[src/rtl/vx_div_sched.sv]
`default_nettype none
// ============================================================================
//  Module      : vx_div_sched
//  Description : Round-robin scheduler that shares one iterative divider
//                among NUM_REQS requesters. One operation in flight at a time:
//                grant -> strobe -> wait for busy low -> hold response.
//  Revision    : 1.0  initial release
// ============================================================================
module vx_div_sched #(
   parameter int NUM_REQS = 4,
   parameter int DATAW    = 130,
   parameter int RSPW     = 64,
   parameter int TAGW     = 16,
   localparam int IDXW    = (NUM_REQS > 1) ? $clog2(NUM_REQS) : 1
) (
   input  logic                      clk,
   input  logic                      reset,
   input  logic [NUM_REQS-1:0]       req_valid,
   output logic [NUM_REQS-1:0]       req_ready,
   input  logic [NUM_REQS*DATAW-1:0] req_data,
   input  logic [NUM_REQS*TAGW-1:0]  req_tag,
   output logic                      div_strobe,
   output logic [DATAW-1:0]          div_data,
   input  logic                      div_busy,
   input  logic [RSPW-1:0]           div_result,
   output logic                      rsp_valid,
   input  logic                      rsp_ready,
   output logic [IDXW-1:0]           rsp_idx,
   output logic [TAGW-1:0]           rsp_tag,
   output logic [RSPW-1:0]           rsp_data
);

   typedef enum logic [1:0] {
      S_IDLE  = 2'd0,
      S_ISSUE = 2'd1,
      S_WAIT  = 2'd2,
      S_RESP  = 2'd3
   } state_t;

   state_t            r_state;
   state_t            w_state_nxt;
   logic [IDXW-1:0]   r_last;
   logic [IDXW-1:0]   r_idx;
   logic [TAGW-1:0]   r_tag;
   logic [DATAW-1:0]  r_data;
   logic [RSPW-1:0]   r_result;
   logic              r_wait_armed;   // low on the first WAIT cycle: divider busy may not have risen yet
   logic              w_any;
   logic [IDXW-1:0]   w_gnt_idx;
   logic [IDXW-1:0]   w_cand_idx;
   logic              w_grant;
   logic              w_latch;

   assign div_data = r_data;
   assign rsp_idx  = r_idx;
   assign rsp_tag  = r_tag;
   assign rsp_data = r_result;

   // Round-robin search: first valid requester after the last grantee, wrapping.
   always_comb begin
      w_any      = 1'b0;
      w_gnt_idx  = '0;
      w_cand_idx = '0;
      for (int i = 1; i <= NUM_REQS; i++) begin
         w_cand_idx = IDXW'((int'(r_last) + i) % NUM_REQS);
         if (!w_any && req_valid[w_cand_idx]) begin
            w_any     = 1'b1;
            w_gnt_idx = w_cand_idx;
         end
      end
   end

   // State register.
   always_ff @(posedge clk or negedge reset) begin
      if (!reset) begin
         r_state <= S_IDLE;
      end else begin
         r_state <= w_state_nxt;
      end
   end

   // Next-state and handshake outputs; grants are suppressed while reset is held.
   always_comb begin
      w_state_nxt = r_state;
      req_ready   = '0;
      div_strobe  = 1'b0;
      rsp_valid   = 1'b0;
      w_grant     = 1'b0;
      w_latch     = 1'b0;
      case (r_state)
         S_IDLE: begin
            if (w_any && reset) begin
               req_ready[w_gnt_idx] = 1'b1;
               w_grant              = 1'b1;
               w_state_nxt          = S_ISSUE;
            end
         end
         S_ISSUE: begin
            div_strobe  = 1'b1;
            w_state_nxt = S_WAIT;
         end
         S_WAIT: begin
            if (r_wait_armed && !div_busy) begin
               w_latch     = 1'b1;
               w_state_nxt = S_RESP;
            end
         end
         S_RESP: begin
            rsp_valid = 1'b1;
            if (rsp_ready) begin
               w_state_nxt = S_IDLE;
            end
         end
         default: w_state_nxt = S_IDLE;
      endcase
   end

   // Operand/tag capture on grant, result capture when the divider finishes.
   always_ff @(posedge clk or negedge reset) begin
      if (!reset) begin
         r_last       <= IDXW'(NUM_REQS - 1);
         r_idx        <= '0;
         r_tag        <= '0;
         r_data       <= '0;
         r_result     <= '0;
         r_wait_armed <= 1'b0;
      end else begin
         if (w_grant) begin
            r_last <= w_gnt_idx;
            r_idx  <= w_gnt_idx;
            r_tag  <= req_tag[w_gnt_idx*TAGW +: TAGW];
            r_data <= req_data[w_gnt_idx*DATAW +: DATAW];
         end
         r_wait_armed <= (r_state == S_WAIT);
         if (w_latch) begin
            r_result <= div_result;
         end
      end
   end

endmodule
`default_nettype wire

[config.mk]
export PLATFORM = sky130hd
export DESIGN_NAME = vx_div_sched
export DESIGN_NICKNAME = d
export VERILOG_FILES = /design/src/rtl/vx_div_sched.sv
export SDC_FILE = /design/constraint.sdc
export NUM_CORES = 1
export LEC_CHECK = 0
export CAP_MARGIN = 10
export CORE_AREA = 5 5 341 343
export DETAILED_ROUTE_END_ITERATION = 8
export DIE_AREA = 0 0 346 348
export GPL_ROUTABILITY_DRIVEN = 0
export GPL_TIMING_DRIVEN = 0
export SKIP_LAST_GASP = 1
export SLEW_MARGIN = 0
export SYNTH_ARGS = -nofsm -noshare
export SYNTH_HDL_FRONTEND = slang
export SYNTH_SLANG_ARGS = --single-unit
[constraint.sdc]
create_clock -name clk -period 2.5 [get_ports clk]
set_input_delay 0.5 -clock clk [delete_from_list [all_inputs] [get_ports clk]]
set_output_delay 0.5 -clock clk [all_outputs]
set_load 0.005 [all_outputs]
==> qor.csv <==
metric,value,unit
synthesized net count,1661,
Layout Nets,2631,
register area share after synthesis,0.441,
# port buffers,873,
num rows,124,
per-cell routed wire length,28.3,microns
Slew @ Worst Pin,1100,ps
reg2reg end,div_data[76]$_DFFE_PN0P_,
grt ovf,0,
Max-slew headroom,0.265,
Top Usage Layer GRT,met2,
Adder-Cell Fraction of Synth Area,0.00406,
Setup WS pre-CTS,-2050,ps
area of placed instances,23000,sq um
share of cells above drive strength 1,0.211,
H-Tree Depth,1,
CP max stage delay,550,ps
first-pass GRT wire length,127000,microns
crit end category,output port,
Yosys warnings,0,
Starting Density,0.109,
R2R depth,11,
final WL,99900,microns
crit-path cells,nand2b_4 -> o21ai_4 -> a211oi_4 -> buf_6 -> buf_16 -> buf_16 -> nor2_4 -> buf_2,
number of distinct library cells after synthesis,30,
Synth Flop Type,dfrtp_1,
drt via density,3.71,
Worst Path Arrival,2260,ps
xor and xnor area share after synthesis,0,
Final Hold Fails,0,
Die X-Extent,346,microns
startpoint types,register,
most frequent cell after synthesis,mux2i_1,
Synth Area in Compound Gates,0.136,
Min Hold Slack,130,ps
Power Dens Cells,1020,nW/um^2
area delta synth->final,114,%
mux cell area share after synthesis,0.297,
Leak Pwr,0.0106,uW
failing checks,negative setup slack,
status,finished with violations,
"Cell Area, Synth",12300,sq um
core area,113000,sq um
final core occ,0.233,
Yosys top cell by area,dfrtp_1,
largest family of logic cells by synthesized area,multiplexers,
Total Routing Usage GR,0.154,
worst-case clock buffer depth,3,
"Clk Latency, worst-skew pair",620,ps
HP Class,in2async,
CTS Root Cell,clkbuf_16,
CTS tree,yes,
post-route antenna net violation count,0,
largest net degree at the start of global routing,48,
slack of the worst reg-to-reg path,-60,ps
Starting DRT DRC Count,620,
crit share post-route,1.10,
drt drc,0,
"EDFF count, synth",0,
vias in the first global route,13700,
Seq cells post-synth,217,
met3 usage,0.0697,
Gate Count Post-Synth,1001,
CTS Sinks,217,
die height,348,microns
Mean Syn Cell Area,12.3,sq um
I/O pin cnt,874,
Final WS setup,-257,ps
Buf/Inv on CP,4,
async set-or-reset flop fraction in the synthesized netlist,1.00,
met1 Track Usage GR,0.175,
final setup vio count,16,
CP Class,reg2out,
Clock Skew,14.5,ps
crit path max fanout,3,
reg2reg start,r_last[0]$_DFFE_PN1P_,
CP top delay family,flip-flops,
slowest CP cell,dfstp_2,
met2 GRT Util,0.258,
initial antenna violation count,76,
Post-DP HPWL,82000,microns
fin area,26400,sq um
post-synthesis simple-gate area fraction,0.0546,
Slew Limit Fails,0,
CTS Buf Count,31,
Pwr Total,26900,uW
Final min period,2760,ps
highest clock rate,363,MHz
drt first pass iters,4,
Most common cell on crit path,buf_16,
clock-pin slew on the worst setup and hold paths,70,ps
via count,13100,
synth cell count leaders,"mux2i_1 (293), dfrtp_1 (215), nand2_1 (153), o221ai_1 (95), mux2_2 (65)",
die area,120000,sq um
Worst VDD drop,0.437,mV
top post-synthesis cells by area,"dfrtp_1 (44%), mux2i_1 (24%), o221ai_1 (6.8%)",
RSZ-0062 raised after global routing,true,
top-area cell type share of the netlist area,0.437,
Max-Cap Viols,0,
Worst Path Required,2000,ps
[per-layer routing]
metal  share of wire  vias up  wire length (microns)
met2            0.48      668                  48300
met3           0.097      175                   9740
met5          0.0031        -                    310
li1                -     5791                      -
met1            0.38     6408                  38300
met4           0.033       48                   3280
[what timing repair did]
action	4_1_cts	5_1_grt
setup endpoints to repair	153	152
gates resized for setup	98	166
cloned	4	16
endpoints found under the hold margin	44	0
pin swaps	3	40
hold buffers	7	0
setup buffers	21	19
[worst max-delay path by stage]
stage / startpoint / endpoint / slack (ps) / cells past startpoint
after floorplan: req_valid[3] / req_ready[3] / 470 / 8
final: r_last[0]$_DFFE_PN1P_ / req_ready[3] / -260 / 8
after global routing: r_last[0]$_DFFE_PN1P_ / req_ready[3] / -380 / 8
after detailed placement: reset / req_ready[3] / -2050 / 10
after CTS: r_last[0]$_DFFE_PN1P_ / req_ready[1] / -390 / 8
after global placement: reset / div_data[111]$_DFFE_PN0P_ / -12330 / 6
[logic make-up after synthesis]
logic type / Yosys count
fa+ha+maj: 4
compound gates: 156
mux: 358
buf+inv: 94
simple gates: 172
flops: 217
[power by group]
part           switching [uW]  internal [uW]  total [uW]
clock                    1920           2720        4650
combinational            7010           9100       16100
sequential                977           5210        6190
total                    9910          17000       26900
[state kept, by name (all words and copies together), names as in the netlist]
signal,cells
rsp_data,64
rsp_idx,2
r_state,2
div_data,130
r_last,2
r_wait_armed,1
rsp_tag,16
[per-stage QoR]
step,setup TNS (ps),cells
floorplan,0,1001
global placement,-4033740,3386
detailed placement,-192550,3389
CTS,-3810,3476
global route,-10420,3513
finish,-1090,3527
[layout make-up]
type,instances,area (sq um)
fill,12100,86800
clock buffer,41,863
clock inverter,14,168
multi-input combinational,690,7120
inverter,5,18.8
sequential,217,5430
timing repair buffer,942,9980
buffer,84,893
antenna,22,55.1
tap,1512,1890
[tightest hold or removal path, cell delays in order]
cell    delay [ps]
buf_16         100
buf_16         150
buf_16         140
buf_12         170
[cell usage in the layout, fill, tap and decap left out, types with 3 or more instances in the layout]
cell,n
buf_12,30
buf_16,13
buf_2,24
buf_4,20
buf_6,12
buf_8,5
bufbuf_16,4
bufinv_16,3
clkbuf_1,20
clkbuf_16,48
clkbuf_2,6
clkbuf_4,9
clkbuf_8,5
clkdlybuf4s50_1,865
clkinv_2,4
clkinvlp_4,3
dfrtp_1,215
diode_2,22
dlygate4sd3_1,3
ha_1,3
inv_1,4
inv_6,3
mux2_2,65
mux2i_1,214
mux2i_2,17
mux2i_4,62
nand2_1,152
nand2b_4,3
nor2_1,5
o221ai_1,76
o221ai_2,70
No activity file was read; power rests on OpenSTA's default activity.
